**src/rtl/alu_shift_sequencer_if.sv**
```systemverilog
// alu_shift_sequencer_if: command, shift-unit and result signals of the shift sequencer.
// The slave modport is the sequencer's view. The master modport is the surrounding ALU/environment.
interface alu_shift_sequencer_if #(
  parameter int WIDTH = 16,
  parameter int CNT_W = 5
);
  logic             cmd_valid;
  logic             cmd_ready;
  logic [WIDTH-1:0] cmd_data;
  logic             cmd_dir;
  logic [CNT_W-1:0] cmd_count;
  logic [WIDTH-1:0] su_A;
  logic [WIDTH-1:0] su_B;
  logic [1:0]       su_fun;
  logic             su_enable;
  logic [WIDTH-1:0] su_out;
  logic             su_flag;
  logic             res_valid;
  logic             res_ready;
  logic [WIDTH-1:0] res_data;
  logic             res_zero;
  modport master (
    output cmd_valid, cmd_data, cmd_dir, cmd_count, su_out, su_flag, res_ready,
    input  cmd_ready, su_A, su_B, su_fun, su_enable, res_valid, res_data, res_zero
  );
  modport slave (
    input  cmd_valid, cmd_data, cmd_dir, cmd_count, su_out, su_flag, res_ready,
    output cmd_ready, su_A, su_B, su_fun, su_enable, res_valid, res_data, res_zero
  );
endinterface

```
**src/rtl/alu_shift_sequencer.sv**
```systemverilog
// alu_shift_sequencer: iterates a 1-bit registered shift unit to perform logical shifts of 0..WIDTH positions.
module alu_shift_sequencer #(
  parameter int WIDTH = 16,
  parameter int CNT_W = 5
) (
  input logic clk,
  input logic reset,
  alu_shift_sequencer_if.slave bus
);
  typedef enum logic [1:0] {IDLE, ISSUE, WAIT, DONE} state_t;
  state_t           state_q, state_d;
  logic [WIDTH-1:0] work_q, work_d;
  logic [CNT_W-1:0] cnt_q, cnt_d, cnt_clamp;
  logic             dir_q, dir_d;
  logic             cmd_ready_q, su_enable_q, res_valid_q;
  assign cnt_clamp = (bus.cmd_count > CNT_W'(WIDTH)) ? CNT_W'(WIDTH) : bus.cmd_count;
  always_comb begin
    state_d = state_q;
    work_d  = work_q;
    cnt_d   = cnt_q;
    dir_d   = dir_q;
    case (state_q)
      IDLE: if (bus.cmd_valid) begin
        work_d  = bus.cmd_data;
        dir_d   = bus.cmd_dir;
        cnt_d   = cnt_clamp;
        state_d = (cnt_clamp == '0) ? DONE : ISSUE;
      end
      ISSUE: state_d = WAIT;
      WAIT: if (bus.su_flag) begin
        work_d  = bus.su_out;
        cnt_d   = cnt_q - 1'b1;
        state_d = (cnt_q == CNT_W'(1)) ? DONE : ISSUE;
      end
      DONE: state_d = bus.res_ready ? IDLE : DONE;
      default: state_d = IDLE;
    endcase
  end
  // Handshake outputs are registered from the next-state decode so they are glitch-free flops.
  always_ff @(posedge clk) begin
    if (!reset) begin
      state_q     <= IDLE;
      work_q      <= '0;
      cnt_q       <= '0;
      dir_q       <= 1'b0;
      cmd_ready_q <= 1'b1;
      su_enable_q <= 1'b0;
      res_valid_q <= 1'b0;
    end else begin
      state_q     <= state_d;
      work_q      <= work_d;
      cnt_q       <= cnt_d;
      dir_q       <= dir_d;
      cmd_ready_q <= (state_d == IDLE);
      su_enable_q <= (state_d == ISSUE);
      res_valid_q <= (state_d == DONE);
    end
  end
  assign bus.cmd_ready = cmd_ready_q;
  assign bus.su_A      = work_q;
  assign bus.su_B      = '0;
  assign bus.su_fun    = {1'b0, dir_q};
  assign bus.su_enable = su_enable_q;
  assign bus.res_valid = res_valid_q;
  assign bus.res_data  = work_q;
  assign bus.res_zero  = ~|work_q;
endmodule

```
**src/flat_wrapper.sv**
```systemverilog
// flat-port wrapper written by rule: the top's interface ports become plain ports
module alu_shift_sequencer_flat 
#(
  parameter int WIDTH = 16,
  parameter int CNT_W = 5
)
  (clk, reset, bus_cmd_valid, bus_cmd_data, bus_cmd_dir, bus_cmd_count, bus_su_out, bus_su_flag, bus_res_ready, bus_cmd_ready, bus_su_A, bus_su_B, bus_su_fun, bus_su_enable, bus_res_valid, bus_res_data, bus_res_zero);
  alu_shift_sequencer_if #(.WIDTH(WIDTH), .CNT_W(CNT_W)) bus_i ();
  input logic clk;
  input logic reset;
  input wire logic [$bits(bus_i.cmd_valid)-1:0] bus_cmd_valid;
  input wire logic [$bits(bus_i.cmd_data)-1:0] bus_cmd_data;
  input wire logic [$bits(bus_i.cmd_dir)-1:0] bus_cmd_dir;
  input wire logic [$bits(bus_i.cmd_count)-1:0] bus_cmd_count;
  input wire logic [$bits(bus_i.su_out)-1:0] bus_su_out;
  input wire logic [$bits(bus_i.su_flag)-1:0] bus_su_flag;
  input wire logic [$bits(bus_i.res_ready)-1:0] bus_res_ready;
  output wire logic [$bits(bus_i.cmd_ready)-1:0] bus_cmd_ready;
  output wire logic [$bits(bus_i.su_A)-1:0] bus_su_A;
  output wire logic [$bits(bus_i.su_B)-1:0] bus_su_B;
  output wire logic [$bits(bus_i.su_fun)-1:0] bus_su_fun;
  output wire logic [$bits(bus_i.su_enable)-1:0] bus_su_enable;
  output wire logic [$bits(bus_i.res_valid)-1:0] bus_res_valid;
  output wire logic [$bits(bus_i.res_data)-1:0] bus_res_data;
  output wire logic [$bits(bus_i.res_zero)-1:0] bus_res_zero;
  assign bus_i.cmd_valid = bus_cmd_valid;
  assign bus_i.cmd_data = bus_cmd_data;
  assign bus_i.cmd_dir = bus_cmd_dir;
  assign bus_i.cmd_count = bus_cmd_count;
  assign bus_i.su_out = bus_su_out;
  assign bus_i.su_flag = bus_su_flag;
  assign bus_i.res_ready = bus_res_ready;
  assign bus_cmd_ready = bus_i.cmd_ready;
  assign bus_su_A = bus_i.su_A;
  assign bus_su_B = bus_i.su_B;
  assign bus_su_fun = bus_i.su_fun;
  assign bus_su_enable = bus_i.su_enable;
  assign bus_res_valid = bus_i.res_valid;
  assign bus_res_data = bus_i.res_data;
  assign bus_res_zero = bus_i.res_zero;
  alu_shift_sequencer #(.WIDTH(WIDTH), .CNT_W(CNT_W)) u_core (.clk(clk), .reset(reset), .bus(bus_i));
endmodule
```
**config.mk**
```make
export PLATFORM = sky130hd
export DESIGN_NAME = alu_shift_sequencer_flat
export DESIGN_NICKNAME = d
export VERILOG_FILES = /design/src/rtl/alu_shift_sequencer_if.sv /design/src/rtl/alu_shift_sequencer.sv /design/src/flat_wrapper.sv
export SDC_FILE = /design/constraint.sdc
export NUM_CORES = 1
export LEC_CHECK = 0
export CORE_ASPECT_RATIO = 1.25
export CORE_MARGIN = 2
export CORE_UTILIZATION = 25
export CTS_BUF_LIST = sky130_fd_sc_hd__clkbuf_2
export CTS_CLUSTER_DIAMETER = 120
export DETAILED_ROUTE_END_ITERATION = 10
export GPL_ROUTABILITY_DRIVEN = 0
export GPL_TIMING_DRIVEN = 1
export PLACE_DENSITY = 0.65
export SLEW_MARGIN = 5
export SYNTH_ARGS = -nofsm -noshare
export SYNTH_HDL_FRONTEND = slang
export SYNTH_SLANG_ARGS = --single-unit
```
**constraint.sdc**
```tcl
create_clock -name clk -period 3.9 [get_ports clk]
set_input_delay 0.78 -clock clk [delete_from_list [all_inputs] [get_ports clk]]
set_output_delay 0.78 -clock clk [all_outputs]
set_load 0.02 [all_outputs]
```
Yosys cells after proc, flatten, opt, wreduce, memory -nomap -nowiden
Cells that the tools add are included.

operators by class
  $add $sub $neg = 1
  equal/unequal tests = 8
  muxes and demuxes = 13
  magnitude comparators = 1
  reduce and logical (&&, ||, !) cells = 8

operators by type and width
  operator                                               count
  2-to-1 mux 16 bit                                      2
  one-hot mux 16 bit (2 select lines)                    1
  OR reduction 16 bit                                    1
  2-to-1 mux 5 bit                                       3
  2-to-1 mux 2 bit                                       5
  one-hot mux 5 bit (2 select lines)                     1
  one-hot mux 2 bit (4 select lines)                     1
  equality test 2 bit (second input constant)            3
  equality test 5 x 1 -> 1 bit (second input constant)   1
  greater-than comparator 5 bit (second input constant)  1
  zero test 5 bit                                        1
  subtractor 5 x 1 -> 5 bit (second input constant)      1
  equality test 2 x 1 -> 1 bit (second input constant)   2
  zero test 2 bit                                        2
  inequality test 2 bit (second input constant)          2
  AND reduction 3 bit                                    1
  AND reduction 2 bit                                    1
  nonzero test 2 bit                                     1
  zero test 1 bit                                        1

word-level totals
  word-level logic and storage cells = 38
  output and inout port bits = 54
  bits in registers = 27
  bits of input ports = 43

Longest topological paths before layout
  word-level depth = 7
  gate-level depth with buffers = 7
  mapped depth without buffers = 5

Least setup slack after synthesis
OpenSTA, ideal clock, no wires.

  path type = input-to-reg
  start = in bus_cmd_count[0]
  end = reg u_core.su_enable_q (netlist: u_core.bus.su_enable)
  setup time = 0.114 ns
  required time = 3.786 ns
  stages on the path = 4
  arrival time = 1.621 ns
  path slack = 2.166 ns
  path buffers = 0
  path through = or4_1 nor3_2 a211oi_1 nor2b_1

between the ends
  word-level cells in the longest chain between the ends = 7

ends and longest elaborated chain
  what                                  RTL line                   RTL
  start: declaration                    flat_wrapper.sv:14         input wire logic [$bits(bus_i.cmd_count)-1:0] bus_cmd_count;
  greater-than comparator 5 bit         alu_shift_sequencer.sv:16  assign cnt_clamp = (bus.cmd_count > CNT_W'(WIDTH)) ? CNT_W'(WIDTH) : bus.cmd_count;
  2-to-1 mux 5 bit *                    alu_shift_sequencer.sv:16
  zero test 5 bit *                     alu_shift_sequencer.sv:27  state_d = (cnt_clamp == '0) ? DONE : ISSUE;
  2-to-1 mux 2 bit *                    alu_shift_sequencer.sv:27
  2-to-1 mux 2 bit *                    alu_shift_sequencer.sv:23  IDLE: if (bus.cmd_valid) begin
  one-hot mux 2 bit (4 select lines) *  alu_shift_sequencer.sv:22  case (state_q)
  equality test 2 x 1 -> 1 bit *        alu_shift_sequencer.sv:55  su_enable_q <= (state_d == ISSUE);
  end signal: assignment                alu_shift_sequencer.sv:55
  end: declaration                      alu_shift_sequencer.sv:15  logic cmd_ready_q, su_enable_q, res_valid_q;

Mark *: on every way between the ends. The rest lies on a longest branch, timed or not.
A chain may end at the register's enable or synchronous reset.

Worst setup path in the final report
  start = reg u_core.work_q[15] (netlist: u_core.bus.res_data[15])
  end = out bus_res_zero

between the ends
  word-level cells in the longest chain between the ends = 2

ends and longest elaborated chain
  what                      RTL line                   RTL
  start: declaration        alu_shift_sequencer.sv:12  logic [WIDTH-1:0] work_q, work_d;
  start signal: assignment  alu_shift_sequencer.sv:51  work_q <= work_d;
  OR reduction 16 bit       alu_shift_sequencer.sv:66  assign bus.res_zero = ~|work_q;
  zero test 1 bit           alu_shift_sequencer.sv:66
  end: declaration          flat_wrapper.sv:25         output wire logic [$bits(bus_i.res_zero)-1:0] bus_res_zero;

Every way passes these cells.

==> results.cfg <==
[sta]
tightest_slew_ns = 0.971
setup_viol = 0
skew_ns = 0.0158
fmax_mhz = 355
worst_slack_ns = 1.08
fin_crit_ns = 2.82
tns_ns = 0
fin_crit_sh_pct = 72.2
rsz0062_at_grt = false
slew_viol_final = 0
hold_viol = 0
slew_headroom_pct = 35.2

[yosys]
synthFlopType = dfxtp_1
synth_edf_count = 0
yosysMostFrequentCell = nand2_1
synth.distinct_cells = 38
async_flop_share_pct = 0
yosysWarnings = 0
synth_area_um2 = 1650
postSynthAreaPerCell_um2 = 8.31
ys_ff_latch = 27
synth_top_cell_area_share_pct = 32.7
ys_seq_area_share_pct = 32.7
netlist_instances = 199
synth_top_cells_by_count = nand2_1, buf_4, dfxtp_1
yosysTopAreaCell = dfxtp_1
synth_area_leaders = dfxtp_1, buf_4, a311oi_2

[die]
initial_core_util_pct = 25.5
die_height_um = 94.9
rows = 33
ioPinCount = 97
die_x_um = 76.7
die_area_um2 = 7280
core_area_um2 = 6480

[pwr]
p_leak_uw = 0.000863
p_sw_uw = 277
power_uw = 754
switching_share_pct = 36.7
pwr-share-comb_pct = 41.0
p_clk_share_pct = 14.9
intPower_uw = 477
p_per_area_nw_per_um2 = 326
p_seq_share_pct = 44.1
ir_worst_vdd_uv = 122

[clock_network]
holdBufCountCts = 0
ctsHtreeMaxLevel = 1
cts_resized = 0
cts_buffers = 3
clk_latency_ns = 0.37
cts_max_path_buffers = 2
cts-root-buf = clkbuf_2
cts_tree = done
post-cts-setup-buffers = 0
path_clk_slew_ns = 0.26
cts_sinks = 27

[detailed_routing]
routed.top_layer = met4
drc = 0
ant_nets = 0
dr_wl_met3_um = 237
viasPerCell = 4.36
drt_iter0_markers = 78
dr_wl_met2_mm = 2.09
wl_per_cell_um = 12.3
vias = 1490
firstDrtPassIters = 4
wl_met1_mm = 1.87
drt-total-wl_mm = 4.21

[critical_path]
critPathSlowestCell = clkdlybuf4s50_1
worstSetupEndpointType = output pin
max_stage_delay_ns = 0.60
cp_max_fo = 4
path_class = flip-flop to output pin
required_ns = 3.12
cp.arrival_ns = 2.04
path_cells = nor4_1 > and4_1 > clkdlybuf4s50_1
critPathLaunchType = flip-flop

[placed_design]
io_buffers = 79
preCtsSetupSlack_ns = 1.23
placed_area_um2 = 2300
place_inst = 338
hpwl_mm = 3.20

[job]
drv_cap = 0

[global_routing]
grt_pass1_wl_mm = 6.73
overflow = 0
grt_antenna_before_repair = 0
grt_pass1_vias = 1410
globalRouteTotalUtil_pct = 11.3
grt_max_degree = 37

[run_status]
status = completed

[cells_and_area]
design_area_um2 = 2320
syn_to_final_growth_pct = 40.1
fin_cells = 342
nNetsFinal = 301
final_layout_size_suffix_gt1_share_pct = 8.24
num_antenna_cells = 0

[min_path]
min_path_type = flip-flop to flip-flop
==> power groups by stage <==
stage	sequential, uW	combinational [uW]	clock [uW]
6_report	332	309	113
5_1_grt	339	331	129
4_1_cts	333	313	119
3_5_place_dp	338	312	0
3_3_place_gp	337	308	0
2_1_floorplan	357	191	0
==> final timing paths <==
kind                                             end  cells past startpoint  slack, ns                    start
worst max-delay path                    bus_res_zero                      3       1.08  u_core.bus.res_data[15]
worst min-delay path                 u_core.cnt_q[1]                      2       0.52          u_core.cnt_q[1]
worst max register to register  u_core.bus.su_enable                      5       1.87        u_core.state_q[0]
worst min register to register       u_core.cnt_q[1]                      2       0.52          u_core.cnt_q[1]
==> metrics by stage <==
| stage | hold WS [ns] | utilization (%) |
|---|---|---|
| finish | 0.516 | 35.7 |
| global route | 0.541 | 35.7 |
| CTS | 0.517 | 35.7 |
| detailed placement | 0.486 | 35.4 |
| global placement | 0.474 | 35.4 |
| floorplan | 0.454 | - |
==> logic make-up (layout without fill, tap and decap cells) <==
logic type | after synthesis | in the layout | share of synthesized area [%]
flip-flops | 27 | 27 | 32.7
buffers and inverters | 50 | 90 | 21.2
AND/OR/NAND/NOR | 81 | 81 | 22.6
AO/OA/AOI/OAI | 36 | 36 | 20.5
adder cells (fa/ha/maj) | 2 | 2 | 1.51
multiplexers | 2 | 2 | 1.21
other | 1 | 17 | 0.227
==> state kept, by name, summed over array words and instances (netlist names) <==
signal                cells
u_core.bus.res_data      16
u_core.cnt_q              5
u_core.state_q            2
u_core.bus.cmd_ready      1
u_core.bus.res_valid      1
u_core.bus.su_enable      1
u_core.dir_q              1
==> cell usage in the layout (no fill, tap or decap), types with 4 or more instances in the layout <==
cell	instances
a311oi_2	11
nor2_1	22
nand2_1	37
dfxtp_1	27
nor4_1	5
conb_1	17
a21oi_1	5
a311oi_1	6
inv_1	5
nor2b_1	4
clkdlybuf4s50_1	79
==> area by class of cell <==
cell class,instances,area (um2)
inverter,5,18.8
clock buffer,3,15.0
multi-input combinational,138,822
timing repair buffer,81,806
sequential,27,541
tap,87,109
clock inverter,1,5.00
fill,694,4170
==> layer usage <==
metal | vias up | track usage, %
met5 | - | 0
met2 | 60 | 20.0
met3 | 2 | 1.82
met1 | 678 | 14.3
li1 | 750 | -
met4 | 0 | 2.58
==> critical path, delay by kind of cell, from the launching register on <==
| family | cells | cell delay, ns |
|---|---|---|
| buf+inv | 1 | 0.60 |
| flops | 1 | 0.40 |
| simple gates | 2 | 0.69 |
Power figures use the tool's default switching activity.
